===== config.mk =====
export PLATFORM = sky130hd
export DESIGN_NAME = instruction_fetch_flat
export DESIGN_NICKNAME = d
export VERILOG_FILES = /design/src/rtl/cpu_pkg.sv /design/src/rtl/instruction_fetch_if.sv /design/src/rtl/next_pc_calc.sv /design/src/rtl/instruction_fetch.sv /design/src/flat_wrapper.sv
export SDC_FILE = /design/constraint.sdc
export NUM_CORES = 1
export LEC_CHECK = 0
export CAP_MARGIN = 20
export CORE_ASPECT_RATIO = 0.5
export CORE_MARGIN = 4
export CORE_UTILIZATION = 25
export DETAILED_ROUTE_END_ITERATION = 7
export SLEW_MARGIN = 20
export SYNTH_ARGS = -nofsm -noshare
export SYNTH_HDL_FRONTEND = slang
export SYNTH_SLANG_ARGS = --single-unit

===== constraint.sdc =====
create_clock -name clk -period 4.1 [get_ports clk]
set_input_delay 1.23 -clock clk [delete_from_list [all_inputs] [get_ports clk]]
set_output_delay 1.23 -clock clk [all_outputs]
set_load 0.01 [all_outputs]

===== src/rtl/cpu_pkg.sv =====
// Size constants and fetch FSM state type shared by the fetch and decode stages.
package cpu_pkg;

  localparam int unsigned INSTRUCTION_SIZE     = 20;
  localparam int unsigned PC_SIZE              = 16;
  localparam int unsigned SMALL_IMMEDIATE_SIZE = 10;
  localparam int unsigned JUMP_ADDRESS_SIZE    = 9;

  // FETCH: request outstanding or about to issue; DROP: stale request draining;
  // HOLD: buffered word offered to decode.
  typedef enum logic [1:0] {
    FETCH = 2'd0,
    DROP  = 2'd1,
    HOLD  = 2'd2
  } fetch_state_e;

endpackage : cpu_pkg


===== src/rtl/instruction_fetch_if.sv =====
// Instruction memory, decode handshake and redirect signals of the fetch stage.
interface instruction_fetch_if #(
  parameter int unsigned INSTRUCTION_SIZE     = cpu_pkg::INSTRUCTION_SIZE,
  parameter int unsigned PC_SIZE              = cpu_pkg::PC_SIZE,
  parameter int unsigned SMALL_IMMEDIATE_SIZE = cpu_pkg::SMALL_IMMEDIATE_SIZE,
  parameter int unsigned JUMP_ADDRESS_SIZE    = cpu_pkg::JUMP_ADDRESS_SIZE
);

  logic                            imem_req;
  logic [PC_SIZE-1:0]              imem_addr;
  logic                            imem_ack;
  logic [INSTRUCTION_SIZE-1:0]     imem_rdata;

  logic                            instr_valid;
  logic                            instr_ready;
  logic [INSTRUCTION_SIZE-1:0]     instruction;
  logic [PC_SIZE-1:0]              instr_pc;

  logic                            redirect_valid;
  logic                            redirect_jump;
  logic [PC_SIZE-1:0]              redirect_pc;
  logic [SMALL_IMMEDIATE_SIZE-1:0] redirect_offset;
  logic [JUMP_ADDRESS_SIZE-1:0]    redirect_jaddr;

  // Fetch unit side
  modport master (
    output imem_req, imem_addr, instr_valid, instruction, instr_pc,
    input  imem_ack, imem_rdata, instr_ready,
    input  redirect_valid, redirect_jump, redirect_pc, redirect_offset, redirect_jaddr
  );

  // Memory, decode and branch-resolution side
  modport slave (
    input  imem_req, imem_addr, instr_valid, instruction, instr_pc,
    output imem_ack, imem_rdata, instr_ready,
    output redirect_valid, redirect_jump, redirect_pc, redirect_offset, redirect_jaddr
  );

endinterface : instruction_fetch_if


===== src/rtl/next_pc_calc.sv =====
// Combinational redirect target (branch or jump) and sequential PC increment.
module next_pc_calc #(
  parameter int unsigned PC_SIZE              = cpu_pkg::PC_SIZE,
  parameter int unsigned SMALL_IMMEDIATE_SIZE = cpu_pkg::SMALL_IMMEDIATE_SIZE,
  parameter int unsigned JUMP_ADDRESS_SIZE    = cpu_pkg::JUMP_ADDRESS_SIZE
) (
  input  logic                            i_jump,
  input  logic [PC_SIZE-1:0]              i_redirect_pc,
  input  logic [SMALL_IMMEDIATE_SIZE-1:0] i_offset,
  input  logic [JUMP_ADDRESS_SIZE-1:0]    i_jaddr,
  input  logic [PC_SIZE-1:0]              i_pc,
  output logic [PC_SIZE-1:0]              o_target_c,
  output logic [PC_SIZE-1:0]              o_pc_inc_c
);

  localparam int unsigned EXT_W = PC_SIZE - SMALL_IMMEDIATE_SIZE - 2;

  logic [PC_SIZE-1:0] w_branch_off;
  logic [PC_SIZE-1:0] w_branch_tgt;
  logic [PC_SIZE-1:0] w_jump_tgt;

  // Word offset scaled to bytes and sign-extended; sums wrap modulo 2^PC_SIZE.
  assign w_branch_off = {{EXT_W{i_offset[SMALL_IMMEDIATE_SIZE-1]}}, i_offset, 2'b00};
  assign w_branch_tgt = i_redirect_pc + w_branch_off;
  assign w_jump_tgt   = {i_redirect_pc[PC_SIZE-1:JUMP_ADDRESS_SIZE+2], i_jaddr, 2'b00};

  assign o_target_c = i_jump ? w_jump_tgt : w_branch_tgt;
  assign o_pc_inc_c = i_pc + PC_SIZE'(4);

endmodule : next_pc_calc


===== src/rtl/instruction_fetch.sv =====
// Single-outstanding-request instruction fetch stage with a one-word decode buffer.
module instruction_fetch #(
  parameter int unsigned INSTRUCTION_SIZE     = cpu_pkg::INSTRUCTION_SIZE,
  parameter int unsigned PC_SIZE              = cpu_pkg::PC_SIZE,
  parameter int unsigned SMALL_IMMEDIATE_SIZE = cpu_pkg::SMALL_IMMEDIATE_SIZE,
  parameter int unsigned JUMP_ADDRESS_SIZE    = cpu_pkg::JUMP_ADDRESS_SIZE,
  parameter logic [PC_SIZE-1:0] RESET_PC      = '0
) (
  input logic                 clk,
  input logic                 rst_n,
  instruction_fetch_if.master bus
);

  import cpu_pkg::fetch_state_e;
  import cpu_pkg::FETCH;
  import cpu_pkg::DROP;
  import cpu_pkg::HOLD;

  localparam logic [PC_SIZE-1:0] RESET_FETCH_PC = {RESET_PC[PC_SIZE-1:2], 2'b00};

  fetch_state_e                r_state;
  logic [PC_SIZE-1:0]          r_pc;
  logic                        r_req;
  logic [PC_SIZE-1:0]          r_addr;
  logic                        r_valid;
  logic [INSTRUCTION_SIZE-1:0] r_instr;
  logic [PC_SIZE-1:0]          r_ipc;

  fetch_state_e                w_state_nxt;
  logic [PC_SIZE-1:0]          w_pc_nxt;
  logic                        w_req_nxt;
  logic [PC_SIZE-1:0]          w_addr_nxt;
  logic                        w_valid_nxt;
  logic [INSTRUCTION_SIZE-1:0] w_instr_nxt;
  logic [PC_SIZE-1:0]          w_ipc_nxt;

  logic                        w_ack;
  logic [PC_SIZE-1:0]          w_target;
  logic [PC_SIZE-1:0]          w_pc_inc;

  next_pc_calc #(
    .PC_SIZE              (PC_SIZE),
    .SMALL_IMMEDIATE_SIZE (SMALL_IMMEDIATE_SIZE),
    .JUMP_ADDRESS_SIZE    (JUMP_ADDRESS_SIZE)
  ) u_next_pc_calc (
    .i_jump        (bus.redirect_jump),
    .i_redirect_pc (bus.redirect_pc),
    .i_offset      (bus.redirect_offset),
    .i_jaddr       (bus.redirect_jaddr),
    .i_pc          (r_pc),
    .o_target_c    (w_target),
    .o_pc_inc_c    (w_pc_inc)
  );

  // An ack only completes a request that is actually on the bus.
  assign w_ack = bus.imem_ack & r_req;

  always_ff @(posedge clk or negedge rst_n) begin
    if (!rst_n) begin
      r_state <= FETCH;
      r_pc    <= RESET_FETCH_PC;
      r_req   <= 1'b0;
      r_addr  <= '0;
      r_valid <= 1'b0;
      r_instr <= '0;
      r_ipc   <= '0;
    end else begin
      r_state <= w_state_nxt;
      r_pc    <= w_pc_nxt;
      r_req   <= w_req_nxt;
      r_addr  <= w_addr_nxt;
      r_valid <= w_valid_nxt;
      r_instr <= w_instr_nxt;
      r_ipc   <= w_ipc_nxt;
    end
  end

  always_comb begin
    w_state_nxt = r_state;
    w_pc_nxt    = r_pc;
    w_req_nxt   = r_req;
    w_addr_nxt  = r_addr;
    w_valid_nxt = r_valid;
    w_instr_nxt = r_instr;
    w_ipc_nxt   = r_ipc;

    unique case (r_state)
      FETCH: begin
        if (bus.redirect_valid) begin
          w_pc_nxt = w_target;
          // Idle bus or ack this cycle: issue the target now; else drain the old request.
          if (w_ack || !r_req) begin
            w_req_nxt  = 1'b1;
            w_addr_nxt = w_target;
          end else begin
            w_state_nxt = DROP;
          end
        end else if (!r_req) begin
          w_req_nxt  = 1'b1;
          w_addr_nxt = r_pc;
        end else if (w_ack) begin
          w_instr_nxt = bus.imem_rdata;
          w_ipc_nxt   = r_pc;
          w_pc_nxt    = w_pc_inc;
          w_req_nxt   = 1'b0;
          w_valid_nxt = 1'b1;
          w_state_nxt = HOLD;
        end
      end

      DROP: begin
        if (bus.redirect_valid) begin
          w_pc_nxt = w_target;
        end
        if (w_ack) begin
          w_state_nxt = FETCH;
          w_req_nxt   = 1'b1;
          w_addr_nxt  = bus.redirect_valid ? w_target : r_pc;
        end
      end

      HOLD: begin
        if (bus.redirect_valid) begin
          w_pc_nxt    = w_target;
          w_valid_nxt = 1'b0;
          w_req_nxt   = 1'b1;
          w_addr_nxt  = w_target;
          w_state_nxt = FETCH;
        end else if (bus.instr_ready) begin
          w_valid_nxt = 1'b0;
          w_req_nxt   = 1'b1;
          w_addr_nxt  = r_pc;
          w_state_nxt = FETCH;
        end
      end

      default: begin
        w_state_nxt = FETCH;
        w_req_nxt   = 1'b0;
        w_valid_nxt = 1'b0;
      end
    endcase
  end

  assign bus.imem_req    = r_req;
  assign bus.imem_addr   = r_addr;
  assign bus.instr_valid = r_valid;
  assign bus.instruction = r_instr;
  assign bus.instr_pc    = r_ipc;

endmodule : instruction_fetch


===== src/flat_wrapper.sv =====
// flat-port wrapper written by rule: the top's interface ports become plain ports
module instruction_fetch_flat import cpu_pkg::fetch_state_e; import cpu_pkg::FETCH; import cpu_pkg::DROP; import cpu_pkg::HOLD;
#(
  parameter int unsigned INSTRUCTION_SIZE     = cpu_pkg::INSTRUCTION_SIZE,
  parameter int unsigned PC_SIZE              = cpu_pkg::PC_SIZE,
  parameter int unsigned SMALL_IMMEDIATE_SIZE = cpu_pkg::SMALL_IMMEDIATE_SIZE,
  parameter int unsigned JUMP_ADDRESS_SIZE    = cpu_pkg::JUMP_ADDRESS_SIZE,
  parameter logic [PC_SIZE-1:0] RESET_PC      = '0
)
  (clk, rst_n, bus_imem_req, bus_imem_addr, bus_instr_valid, bus_instruction, bus_instr_pc, bus_imem_ack, bus_imem_rdata, bus_instr_ready, bus_redirect_valid, bus_redirect_jump, bus_redirect_pc, bus_redirect_offset, bus_redirect_jaddr);
  instruction_fetch_if #(.INSTRUCTION_SIZE(INSTRUCTION_SIZE), .PC_SIZE(PC_SIZE), .SMALL_IMMEDIATE_SIZE(SMALL_IMMEDIATE_SIZE), .JUMP_ADDRESS_SIZE(JUMP_ADDRESS_SIZE)) bus_i ();
  input logic clk;
  input logic rst_n;
  output wire logic [$bits(bus_i.imem_req)-1:0] bus_imem_req;
  output wire logic [$bits(bus_i.imem_addr)-1:0] bus_imem_addr;
  output wire logic [$bits(bus_i.instr_valid)-1:0] bus_instr_valid;
  output wire logic [$bits(bus_i.instruction)-1:0] bus_instruction;
  output wire logic [$bits(bus_i.instr_pc)-1:0] bus_instr_pc;
  input wire logic [$bits(bus_i.imem_ack)-1:0] bus_imem_ack;
  input wire logic [$bits(bus_i.imem_rdata)-1:0] bus_imem_rdata;
  input wire logic [$bits(bus_i.instr_ready)-1:0] bus_instr_ready;
  input wire logic [$bits(bus_i.redirect_valid)-1:0] bus_redirect_valid;
  input wire logic [$bits(bus_i.redirect_jump)-1:0] bus_redirect_jump;
  input wire logic [$bits(bus_i.redirect_pc)-1:0] bus_redirect_pc;
  input wire logic [$bits(bus_i.redirect_offset)-1:0] bus_redirect_offset;
  input wire logic [$bits(bus_i.redirect_jaddr)-1:0] bus_redirect_jaddr;
  assign bus_imem_req = bus_i.imem_req;
  assign bus_imem_addr = bus_i.imem_addr;
  assign bus_instr_valid = bus_i.instr_valid;
  assign bus_instruction = bus_i.instruction;
  assign bus_instr_pc = bus_i.instr_pc;
  assign bus_i.imem_ack = bus_imem_ack;
  assign bus_i.imem_rdata = bus_imem_rdata;
  assign bus_i.instr_ready = bus_instr_ready;
  assign bus_i.redirect_valid = bus_redirect_valid;
  assign bus_i.redirect_jump = bus_redirect_jump;
  assign bus_i.redirect_pc = bus_redirect_pc;
  assign bus_i.redirect_offset = bus_redirect_offset;
  assign bus_i.redirect_jaddr = bus_redirect_jaddr;
  instruction_fetch #(.INSTRUCTION_SIZE(INSTRUCTION_SIZE), .PC_SIZE(PC_SIZE), .SMALL_IMMEDIATE_SIZE(SMALL_IMMEDIATE_SIZE), .JUMP_ADDRESS_SIZE(JUMP_ADDRESS_SIZE), .RESET_PC(RESET_PC)) u_core (.clk(clk), .rst_n(rst_n), .bus(bus_i));
endmodule

==> results.ini <==
[outcome]
status = finished, final reports clean

[worst_setup_path]
cp.buffers_inverters = 1
cpPeakStageDelay_ps = 510
reg2reg_from = u_core.r_state[0]
r2r_cells = 8
worst-path-max-fanout = 7
reg2reg_slack_ps = 1760
r2r_end = u_core.r_pc[9]
cp-startpoint = bus_redirect_offset[9]
crit_end = u_core.bus.imem_addr[15]
cp_cell_sequence = clkdlybuf4s50_1, ha_1, a21o_1, a21o_1, a221o_1, a31oi_1, mux2i_1, mux2i_1, a211o_1
critical_path.top_delay_family = compound AO/OA/AOI/OAI gates
cp-end-kind = flop
cp.arrival_ps = 3750
cp_slowest_cell = clkdlybuf4s50_1
crit_type = primary input to flop
start_kind = primary input
cp.required_ps = 4330
cp_num_cells = 9

[floorplan]
die_area_um2 = 18600
rows = 32
core_area_um2 = 15700
fp.dieH_um = 98.4
fp.dieW_um = 189
ioPinCount = 115
start_util = 0.260

[power_and_ir_drop]
p_leak_nw = 2.47
seqPwrFrac = 0.338
combinationalPowerShare = 0.464
switching_power_mw = 1.41
internal_power_mw = 2.56
p_per_area_nw_per_um2 = 686
vdd_drop_max_mv = 0.244
switching_share = 0.356
clkPwrFrac = 0.199

[drt]
first_iter_violations = 251
drc = 0
drt-pass1-iter-count = 4
wirelength_um = 11400
wl_per_cell_um = 15.2
vias = 3499
ant_nets = 0
vias_per_cell = 4.67

[clocking]
cts_tree = done
cts_setup_buffers = 0
clock-sinks = 72
clockRootBuffer = clkbuf_16
postCtsHoldBufs = 0
cts_made_buffers = 9
cts_buffer_depth = 2
clk_pin_slew_ps = 60
clk-insertion-delay-late_ps = 340
ctsHtreeMaxLevel = 3
post_cts_resized = 0

[yosys]
synth-seq-cells = 72
ys_seq_area_frac = 0.441
syn_inst = 412
synth-edff-count = 0
ys.flop_type = dfrtp_1
synthArstFlopShare = 1.00
synth_cell_type_count = 52
syn-cell-area_um2 = 4080
syn-num-nets = 492
syn_area_per_cell_um2 = 9.91
ys_warn_count = 0

[timing]
finClkSkew_ps = 8.28
worst_pin_slew_ps = 937
rsz0062_at_grt = no
setup_tns_ps = 0
setup_viol = 0
min_period_ps = 3520
maxSlewHeadroom = 0.376
fin_crit_sh = 0.859
finalMaxSlewViolations = 0
fmax_mhz = 284
hold_viol = 0

[min_path]
hold_path_depth = 1
hold_path.class = flop to flop

[layout]
areaGrowthSynthToFinish_pct = 41.5
antenna_cells = 0
layout.nets = 604
fill_cells = 1579
final_cells = 750
final_cell_mix = clkdlybuf4s50_1 (113), dfrtp_1 (72), mux2_2 (39), nand2_1 (38), nor2_1 (33)
drive_gt1_frac = 0.132
layout_commonest_cell = clkdlybuf4s50_1

[global_route]
grt_max_degree = 73
grt_use_total = 0.125
overflow = 0
grt_pass1_wl_um = 18500
grt_pass1_vias = 3459
antenna_found_initial = 0

[run]
maxCapViolCount = 0

[placement]
io_buffers = 114
dp_hpwl_um = 8590
dp.cells = 734
place_congestion = 0.835

[synthesized netlist by cell type, types with 7 or more instances]
cell      count  area, µm²
a21o_1       12       90.1
a21oi_1      28        140
a31oi_1      13       81.3
clkbuf_1     16       60.1
dfrtp_1      72       1800
ha_1         18        225
inv_1         7       26.3
mux2_2       39        439
mux2i_1      10        100
nand2_1      38        143
nand3_1      12       60.1
nor2_1       33        124
o21ai_0      24        120
[state kept, by name (all words and copies together), names as in the netlist]
| name | flops |
|---|---|
| u_core.bus.imem_addr | 16 |
| u_core.bus.instr_pc | 16 |
| u_core.r_pc | 16 |
| u_core.r_state | 2 |
| u_core.bus.instr_valid | 1 |
| u_core.bus.imem_req | 1 |
| u_core.bus.instruction | 20 |
[power by group through the flow]
| stage | sequential [mW] | clock, mW | combinational (mW) |
|---|---|---|---|
| after global placement | 1.34 | 0 | 1.83 |
| after floorplan | 1.39 | 0 | 0.906 |
| after global routing | 1.40 | 0.842 | 2.01 |
| after detailed placement | 1.36 | 0 | 1.86 |
| final | 1.34 | 0.788 | 1.84 |
| after CTS | 1.34 | 0.819 | 1.87 |
[routing by layer]
layer	part of all wire	GRT usage	vias up
met2	0.44	0.197	98
met5	0	0	-
li1	-	-	1739
met4	0.012	0.0353	0
met1	0.48	0.169	1652
met3	0.064	0.0354	10
[how the worst min path moves through the flow]
stage / start / to
after floorplan: u_core.r_pc[0] / u_core.r_pc[0]
after global placement: u_core.bus.imem_addr[5] / u_core.bus.imem_addr[5]
after detailed placement: u_core.bus.imem_addr[6] / u_core.bus.imem_addr[6]
after CTS: u_core.bus.imem_addr[6] / u_core.bus.imem_addr[6]
after global routing: u_core.bus.imem_addr[6] / u_core.bus.imem_addr[6]
final: u_core.bus.imem_addr[6] / u_core.bus.imem_addr[6]
[per-stage QoR]
stage / setup WS (ps) / hold WS [ps] / utilization / area, µm² / total power [mW]
2_1_floorplan: 898 / 468 / - / 4080 / 2.30
3_3_place_gp: 303 / 461 / 0.349 / 5480 / 3.17
3_5_place_dp: 219 / 465 / 0.349 / 5480 / 3.21
4_1_cts: 570 / 479 / 0.368 / 5780 / 4.03
5_1_grt: 388 / 502 / 0.368 / 5780 / 4.25
6_report: 580 / 474 / 0.368 / 5780 / 3.97
[final cells by class]
type | count | area (µm²) | share of cell area
multi-input combinational | 311 | 2170 | 0.376
inverter | 8 | 30.0 | 0.00519
sequential | 72 | 1800 | 0.312
timing repair buffer | 122 | 1200 | 0.207
clock inverter | 4 | 52.6 | 0.00909
clock buffer | 12 | 246 | 0.0426
tap | 221 | 277 | 0.0478
[cell families after synthesis]
| family | Yosys count | synth area share |
|---|---|---|
| simple gates | 118 | 0.135 |
| compound gates | 117 | 0.188 |
| flops | 72 | 0.441 |
| mux | 49 | 0.132 |
| buf+inv | 29 | 0.0276 |
| fa+ha+maj | 19 | 0.0601 |
| xor+xnor | 8 | 0.0172 |
Note: power is estimated with default switching activity, not from simulation.
